--- src/rtl/muldiv_hilo_ctrl_if.sv ---
// Request/response bundle between decode/execute and the HI/LO mul/div sequencer.
interface muldiv_hilo_ctrl_if;
  logic        op_valid;
  logic [2:0]  op_code;
  logic [31:0] rs_data;
  logic [31:0] rt_data;
  logic        op_ready;
  logic        busy;
  logic        done;
  logic [31:0] hi;
  logic [31:0] lo;

  modport master (
    output op_valid, op_code, rs_data, rt_data,
    input  op_ready, busy, done, hi, lo
  );

  modport slave (
    input  op_valid, op_code, rs_data, rt_data,
    output op_ready, busy, done, hi, lo
  );
endinterface

--- src/rtl/muldiv_hilo_ctrl.sv ---
// HI/LO owner: radix-2 shift-add multiplier and restoring divider, 32 iterations.
// MULDIV_FAST_MULT_EN: MULT/MULTU form the product in PREP and skip ITER.
module muldiv_hilo_ctrl (
  input  logic               clk,
  input  logic               reset_n,
  muldiv_hilo_ctrl_if.slave  bus
);

  typedef enum logic [1:0] {IDLE, PREP, ITER, FIXUP} state_t;

  localparam logic [2:0] OP_MTHI = 3'd4;
  localparam logic [2:0] OP_MTLO = 3'd5;

  state_t      state;
  logic [1:0]  op_q;
  logic [31:0] a_q, b_q;
  logic [63:0] acc;
  logic [4:0]  cnt;
  logic        res_neg, rem_neg, div0;
  logic [31:0] hi_q, lo_q;
  logic        done_q;

  logic        is_div, is_signed;
  logic [31:0] mag_a, mag_b;
  logic [32:0] mul_sum;
  logic [32:0] div_sh, div_diff;
  logic [63:0] prod_fix;
  logic [31:0] quo_fix, rem_fix;

  assign is_div    = op_q[1];
  assign is_signed = ~op_q[0];

  always_comb begin
    mag_a    = (is_signed && a_q[31]) ? -a_q : a_q;
    mag_b    = (is_signed && b_q[31]) ? -b_q : b_q;
    // multiplier bits are consumed from acc[0]; carry lands in acc[63]
    mul_sum  = {1'b0, acc[63:32]} + (acc[0] ? {1'b0, a_q} : 33'd0);
    // remainder sits in acc[63:32], dividend/quotient shifts through acc[31:0]
    div_sh   = {acc[63:32], acc[31]};
    div_diff = div_sh - {1'b0, b_q};
    prod_fix = res_neg ? -acc : acc;
    quo_fix  = res_neg ? -acc[31:0]  : acc[31:0];
    rem_fix  = rem_neg ? -acc[63:32] : acc[63:32];
  end

  always_ff @(posedge clk or negedge reset_n) begin
    if (!reset_n) begin
      state   <= IDLE;
      op_q    <= '0;
      a_q     <= '0;
      b_q     <= '0;
      acc     <= '0;
      cnt     <= '0;
      res_neg <= 1'b0;
      rem_neg <= 1'b0;
      div0    <= 1'b0;
      hi_q    <= '0;
      lo_q    <= '0;
      done_q  <= 1'b0;
    end else begin
      done_q <= 1'b0;
      case (state)
        IDLE: begin
          if (bus.op_valid) begin
            if (bus.op_code[2] == 1'b0) begin
              op_q  <= bus.op_code[1:0];
              a_q   <= bus.rs_data;
              b_q   <= bus.rt_data;
              state <= PREP;
            end else if (bus.op_code == OP_MTHI) begin
              hi_q <= bus.rs_data;
            end else if (bus.op_code == OP_MTLO) begin
              lo_q <= bus.rs_data;
            end
          end
        end
        PREP: begin
          res_neg <= is_signed & (a_q[31] ^ b_q[31]);
          rem_neg <= is_signed & a_q[31];
          cnt     <= 5'd31;
          if (is_div && b_q == 32'd0) begin
            // a_q keeps the raw dividend for HI
            div0  <= 1'b1;
            state <= FIXUP;
          end else begin
            div0 <= 1'b0;
            a_q  <= mag_a;
            b_q  <= mag_b;
            acc  <= is_div ? {32'd0, mag_a} : {32'd0, mag_b};
`ifdef MULDIV_FAST_MULT_EN
            if (!is_div) begin
              acc   <= {32'd0, mag_a} * {32'd0, mag_b};
              state <= FIXUP;
            end else begin
              state <= ITER;
            end
`else
            state <= ITER;
`endif
          end
        end
        ITER: begin
          if (is_div) begin
            if (!div_diff[32]) acc <= {div_diff[31:0], acc[30:0], 1'b1};
            else               acc <= {div_sh[31:0],   acc[30:0], 1'b0};
          end else begin
            acc <= {mul_sum, acc[31:1]};
          end
          if (cnt == 5'd0) state <= FIXUP;
          else             cnt   <= cnt - 5'd1;
        end
        FIXUP: begin
          if (div0) begin
            hi_q <= a_q;
            lo_q <= 32'hFFFF_FFFF;
          end else if (is_div) begin
            hi_q <= rem_fix;
            lo_q <= quo_fix;
          end else begin
            hi_q <= prod_fix[63:32];
            lo_q <= prod_fix[31:0];
          end
          done_q <= 1'b1;
          state  <= IDLE;
        end
        default: state <= IDLE;
      endcase
    end
  end

  assign bus.op_ready = (state == IDLE);
  assign bus.busy     = (state != IDLE);
  assign bus.done     = done_q;
  assign bus.hi       = hi_q;
  assign bus.lo       = lo_q;

endmodule

--- src/flat_wrapper.sv ---
// flat-port wrapper written by rule: the top's interface ports become plain ports
module muldiv_hilo_ctrl_flat 
  (clk, reset_n, bus_op_valid, bus_op_code, bus_rs_data, bus_rt_data, bus_op_ready, bus_busy, bus_done, bus_hi, bus_lo);
  muldiv_hilo_ctrl_if bus_i ();
  input  logic clk;
  input  logic reset_n;
  input wire logic [$bits(bus_i.op_valid)-1:0] bus_op_valid;
  input wire logic [$bits(bus_i.op_code)-1:0] bus_op_code;
  input wire logic [$bits(bus_i.rs_data)-1:0] bus_rs_data;
  input wire logic [$bits(bus_i.rt_data)-1:0] bus_rt_data;
  output wire logic [$bits(bus_i.op_ready)-1:0] bus_op_ready;
  output wire logic [$bits(bus_i.busy)-1:0] bus_busy;
  output wire logic [$bits(bus_i.done)-1:0] bus_done;
  output wire logic [$bits(bus_i.hi)-1:0] bus_hi;
  output wire logic [$bits(bus_i.lo)-1:0] bus_lo;
  assign bus_i.op_valid = bus_op_valid;
  assign bus_i.op_code = bus_op_code;
  assign bus_i.rs_data = bus_rs_data;
  assign bus_i.rt_data = bus_rt_data;
  assign bus_op_ready = bus_i.op_ready;
  assign bus_busy = bus_i.busy;
  assign bus_done = bus_i.done;
  assign bus_hi = bus_i.hi;
  assign bus_lo = bus_i.lo;
  muldiv_hilo_ctrl u_core (.clk(clk), .reset_n(reset_n), .bus(bus_i));
endmodule
--- config.mk ---
export PLATFORM = sky130hd
export DESIGN_NAME = muldiv_hilo_ctrl_flat
export DESIGN_NICKNAME = d
export VERILOG_FILES = /design/src/rtl/muldiv_hilo_ctrl_if.sv /design/src/rtl/muldiv_hilo_ctrl.sv /design/src/flat_wrapper.sv
export SDC_FILE = /design/constraint.sdc
export NUM_CORES = 1
export LEC_CHECK = 0
export ABC_AREA = 1
export CORE_ASPECT_RATIO = 1.25
export CORE_MARGIN = 1.5
export CORE_UTILIZATION = 40
export CTS_CLUSTER_SIZE = 14
export DETAILED_ROUTE_END_ITERATION = 16
export PLACE_DENSITY = 0.55
export SLEW_MARGIN = 20
export SYNTH_ARGS = -nofsm -noshare
export SYNTH_HDL_FRONTEND = slang
export SYNTH_SLANG_ARGS = --single-unit
--- constraint.sdc ---
create_clock -name clk -period 6.85 [get_ports clk]
set_input_delay 0.685 -clock clk [delete_from_list [all_inputs] [get_ports clk]]
set_output_delay 0.685 -clock clk [all_outputs]
set_load 0.01 [all_outputs]
==> run_results.csv, run 1 <==
group,metric,value,unit
synth,synth_fa_ha_area_share,4.76,%
cts,holdBufCountCts,0,
place,dp_hpwl,78600,µm
setup_path,path_class,"reg2reg",
synth,synthXorXnorAreaFrac,2.59,%
timing,fin_crit,3.72,ns
power,p_leak,11.7,nW
place,dp_cells,4145,
global_routing,grt_pass1_wl,142000,µm
cts,cts_inserted_buffers,27,
cells_and_area,final_nets,3662,
setup_path,r2r_slack,3.13,ns
floorplanning,start_util,40.4,%
global_routing,grt_start_max_net_pins,112,
synth,synth-seq-cells,205,
setup_path,required,7.29,ns
synth,yosys.area_share.simple,39.1,%
synth,yosysSeqAreaShare,25.3,%
cts,htree_levels,1,
synth,yosysMostFrequentCell,"nand2_1",
floorplanning,die_x,205,µm
setup_path,arrival,4.16,ns
synth,yosys-top-cells-count,"992 x nand2_1, 500 x nor2_1, 417 x inv_1",
route,wl,98400,µm
place,port_buffers,136,
floorplanning,rows,92,
floorplanning,die_h,255,µm
cts,clkTransAtPathRegs,0.06,ns
timing,rsz0062_at_grt,"no",
cts,root_buffer,"clkbuf_16",
global_routing,antenna_found_initial,2,
route,drt_iter0_markers,2544,
synth,synth_warnings,0,
global_routing,grt_pass1_vias,22100,
synth,synthArstFlopShare,100,%
place,gp_congestion,1.02,
setup_path,r2r-end,"u_core.a_q[29]",
timing,tns,0,ns
cts,worstSkewPairLatency,0.58,ns
global_routing,grt-ovfl-total,0,
cts,cts_num_sinks,205,
synth,postSynthAreaPerCell,5.89,µm²
run_status,outcome,"finished clean",
setup_path,critPathCaptureType,"flop",
timing,setup_viol,0,
cells_and_area,diodes,0,
synth,synth_compound_area_share,17.4,%
timing,relSlewSlack,27.9,%
cts,cts_resized,0,
cells_and_area,area_growth,13.8,%
setup_path,cp-start-kind,"flop",
timing,maxSlewViolCount,0,
setup_path,rr_startpoint,"u_core.state[1]",
cts,clk_path_buf_depth,3,
floorplanning,pin_count,137,
cts,post_cts_buffers,0,
power,peakVddDrop,240,µV
synth,ys.flop_type,"dfrtp_1",
global_routing,grt_usage,37.1,%
setup_path,cp_max_fo,48,
route,wl_per_cell,23.5,µm
synth,netlist_area,20300,µm²
route,postRouteAntennaNets,0,
synth,yosysUniqueCellTypes,47,
setup_path,worst_r2r_path_depth,12,
timing,worst_pin_slew,1.08,ns
cells_and_area,stdcell_count,4194,
synth,synth_top_family_by_area,"simple AND/OR/NAND/NOR gates",
timing,fin_worst_skew,0.0195,ns
cts,cts_tree,"yes",
job,max_cap_violations,0,
timing,timing.fmax,269,MHz
min_path,hold_class,"in2async",
synth,yosys.area.top_type_share,25.3,%
route,drt_pass1_iterations,6,
place,pre_cts_ws,3.13,ns
synth,synth_top_cell_by_area,"dfrtp_1",
route,drc_errors,0,
timing,period_share,54.4,%
timing,setup_slack,3.13,ns
floorplanning,core-area,50300,µm²
route,vias,23800,
synth,synth_edf_count,0,
synth,synthCells,3449,
synth,synth_nets,3595,
timing,hold_violations,0,
power,power_density,637,nW/µm²
floorplanning,die_area,52100,µm²
route,via_per_inst,5.67,
synth,synthMuxAreaShare,0,%
cells_and_area,drive_above_1_share,4.55,%
synth,ys_top_cells_by_area,"dfrtp_1 25%, nand2_1 18%, nor2_1 9.2%",
-- worst max-delay path by stage --
stage	from	end	cells past startpoint
3_5_place_dp	u_core.state[1]	u_core.a_q[29]	12
6_report	u_core.state[1]	u_core.a_q[29]	12
4_1_cts	u_core.state[1]	u_core.a_q[29]	12
3_3_place_gp	u_core.state[1]	u_core.a_q[29]	12
5_1_grt	u_core.state[1]	u_core.a_q[9]	12
2_1_floorplan	u_core.acc[31]	u_core.acc[55]	18
-- per-stage QoR --
step	hold WS, ns	cell area, µm²	util, %	total power [mW]
after detailed placement	0.472	22200	44.1	13.0
after global routing	0.154	23100	45.9	15.8
after global placement	0.464	22200	44.1	12.9
final	0.0848	23100	45.9	14.7
after floorplan	0.389	20300	-	9.23
after CTS	0.181	23100	45.9	14.5
-- cell usage in the layout, fill, tap and decap left out, types with 7 or more instances in the layout --
master           instances
a21oi_1                253
a22oi_1                  8
a31oi_1                  8
and2_1                   7
buf_4                   28
clkbuf_16               27
clkdlybuf4s50_1        135
dfrtp_1                204
ha_1                    72
inv_1                  416
inv_2                   13
nand2_1                992
nand2_2                  9
nand3_1                303
nand4_1                 45
nor2_1                 499
nor2_2                   7
nor3_1                  33
o211ai_1                16
o211ai_2                30
o21ai_0                223
o21ai_1                 51
o31ai_1                 15
or2_2                   10
xnor2_1                 12
xor2_1                  48
-- critical path, stage by stage (launching register included) --
cell and delay [ns]:
dfrtp_1 0.40, inv_1 0.16, ha_4 0.48, nand4_1 0.17, nor2_2 0.18, nand4_4 0.15
nand2_2 0.11, inv_2 0.04, nand2_4 0.34, clkinv_2 0.65, buf_4 0.56, o211ai_1 0.17
o21ai_0 0.11
-- area by class of cell --
cell class	count	area [µm²]
timing repair buffer	165	1600
multi-input combinational	2683	13000
inverter	434	1630
clock buffer	37	763
fill	5441	27200
clock inverter	12	181
sequential	205	5130
tap	658	823
-- cell families (layout without fill, tap and decap cells) --
| group | after synthesis | count (layout) |
|---|---|---|
| xor+xnor | 60 | 60 |
| flops | 205 | 205 |
| simple gates | 1921 | 1921 |
| compound gates | 626 | 626 |
| fa+ha+maj | 76 | 76 |
| buf+inv | 561 | 648 |
-- state kept, by name, summed over array words and instances, names as in the netlist --
name,cells
u_core.a_q,32
u_core.acc,64
u_core.bus.hi,32
u_core.cnt,5
u_core.b_q,32
u_core.res_neg,1
u_core.bus.lo,32
u_core.bus.done,1
u_core.rem_neg,1
u_core.op_q,2
u_core.div0,1
u_core.state,2
-- per-layer routing --
layer	routed length [µm]	track usage, %
met5	16	0
met4	7340	23.5
met3	6560	4.27
met2	46300	62.6
met1	38100	44.9
-- power breakdown --
group	total (mW)	leakage [nW]	internal, mW	switching, mW
registers	2.77	2.44	1.83	0.935
clock network	1.56	0.465	0.932	0.625
logic	10.4	8.77	3.18	7.21
No activity file was read; power rests on OpenSTA's default activity.
==> run 2, diff against run 1 <==
clock period = 3.9 ns   (was 6.85 ns; I/O delays follow)
==> run_results.csv, run 2 (synthesis results as in run 1) <==
group,metric,value,unit
run_status,outcome,"finished clean",
cells_and_area,drive_above_1_share,5.28,%
floorplanning,rows,92,
cts,cts_num_sinks,205,
cells_and_area,stdcell_area,23300,µm²
timing,relSlewSlack,25.6,%
cts,htree_levels,1,
timing,fin_worst_skew,0.0385,ns
power,peakVddDrop,604,µV
cells_and_area,final_nets,3687,
cells_and_area,multi_input_area,13000,µm²
timing,hold_violations,0,
floorplanning,start_util,40.4,%
route,wl_per_cell,24.0,µm
place,dp_hpwl,81300,µm
route,via_per_inst,5.68,
timing,tns,0,ns
route,vias,24000,
cells_and_area,area_growth,14.9,%
cells_and_area,stdcell_count,4219,
route,wl,101000,µm
place,placed_area,22400,µm²
setup_path,arrival,3.90,ns
global_routing,grt_pass1_vias,22600,
timing,fin_crit,3.49,ns
cells_and_area,largest_register_ffs,64,
global_routing,met3_usage,4.79,%
setup_path,critPathCaptureType,"flop",
cts,clkTransAtPathRegs,0.06,ns
route,drc_errors,0,
route,postRouteAntennaNets,0,
cells_and_area,diodes,0,
setup_path,cp-start-kind,"flop",
cells_and_area,top_register,"u_core.acc",
route,drt_iter0_markers,2489,
cells_and_area,final_cell_mix,"992 x nand2_1, 499 x nor2_1, 416 x inv_1",
global_routing,grt_util_met2,64.6,%
timing,rsz0062_at_grt,"no",
cts,worstSkewPairLatency,0.58,ns
timing,worst_pin_slew,1.11,ns
min_path,hold_class,"in2async",
global_routing,met1_usage,45.5,%
setup_path,cp_max_fo,33,
floorplanning,die_area,52100,µm²
timing,setup_slack,0.412,ns
timing,setup_viol,0,
cts,root_buffer,"clkbuf_16",
floorplanning,die_h,255,µm
cts,clk_path_buf_depth,3,
timing,timing.fmax,287,MHz
route,drt_pass1_iterations,6,
global_routing,grt_start_max_net_pins,92,
timing,period_share,89.4,%
job,max_cap_violations,0,
timing,maxSlewViolCount,0,
floorplanning,pin_count,137,
global_routing,grt-ovfl-total,0,
place,pre_cts_ws,0.446,ns
cells_and_area,n_fill_cell,5423,
setup_path,r2r_slack,0.41,ns
cells_and_area,layout_commonest_cell,"nand2_1",
global_routing,grt-busiest-layer,"met2",
setup_path,rr_startpoint,"u_core.acc[32]",
cts,cts_inserted_buffers,26,
place,dp_cells,4170,
cells_and_area,seqCellArea,5130,µm²
power,p_leak,11.8,nW
setup_path,path_class,"reg2reg",
global_routing,grt_pass1_wl,146000,µm
place,port_buffers,136,
cts,cts_tree,"yes",
setup_path,r2r-end,"u_core.acc[0]",
place,gp_congestion,1.05,
setup_path,worst_r2r_path_depth,15,
floorplanning,core-area,50300,µm²
setup_path,required,4.31,ns
floorplanning,die_x,205,µm
cts,post_cts_buffers,0,
global_routing,grt_usage,38.2,%
power,power_density,1130,nW/µm²
timing,holdWs,0.414,ns
global_routing,antenna_found_initial,0,
==> run 2: changes by cell type in the layout (fill, tap and decap cells not counted), sizes merged <==
cell         before  now
clkinvlp          1    4
dlygate4sd3       0    1
clkbuf           37   29
clkinv            9   14
buf              30   55
bufinv            4    5
inv             432  430
==> run 2: per-stage QoR <==
stage | utilization, % | power (mW)
after detailed placement | 44.5 | 23.2
after CTS | 46.4 | 26.1
after global routing | 46.4 | 28.2
after global placement | 44.5 | 23.1
after floorplan | - | 16.2
final | 46.4 | 26.4
==> run 2: worst max path at each step <==
| stage | start | endpoint | cells after the start | slack [ns] |
|---|---|---|---|---|
| 4_1_cts | u_core.acc[32] | u_core.acc[0] | 15 | 0.46 |
| 6_report | u_core.acc[32] | u_core.acc[0] | 15 | 0.41 |
| 3_5_place_dp | u_core.acc[32] | u_core.acc[60] | 18 | 0.45 |
| 3_3_place_gp | u_core.acc[32] | u_core.acc[60] | 18 | 0.48 |
| 5_1_grt | u_core.acc[32] | u_core.acc[0] | 15 | 0.17 |
| 2_1_floorplan | u_core.acc[31] | u_core.acc[55] | 18 | 1.52 |
==> run 2: metal layers <==
layer	part of all wire, %	up-vias
met5	0	-
met4	7.6	0
met3	6.8	273
met2	47	1107
met1	38	11300
li1	-	11300
==> run 2: worst max-delay path, stage by stage (launching register included) <==
cell and delay, ns:
dfrtp_1 0.63, inv_1 0.26, fa_1 0.50, inv_1 0.10
nand3_1 0.07, nand2_1 0.16, nand3_2 0.09, nand2_2 0.13
nand2_1 0.08, nand2_2 0.08, nand2_2 0.08, nand2_2 0.07
nand2_1 0.09, nand2_2 0.49, o21ai_1 0.11, a21oi_1 0.37
==> run 2: report_power, final <==
| group | internal [mW] | switching [mW] |
|---|---|---|
| clock | 1.63 | 1.13 |
| combinational | 5.74 | 13.1 |
| sequential | 3.22 | 1.55 |
| total | 10.6 | 15.8 |
==> run 2: area by class of cell <==
class                      count  area share, %
multi-input combinational   2683           55.6
sequential                   205           22.0
timing repair buffer         191           7.75
inverter                     434           7.00
tap                          658           3.53
clock buffer                  29           2.97
clock inverter                19           1.10
==> run 2: what timing repair did <==
| action | 4_1_cts | 5_1_grt |
|---|---|---|
| hold endpoints to repair | 88 | 0 |
| hold buffers | 1 | 0 |
| resized for setup | 0 | 0 |
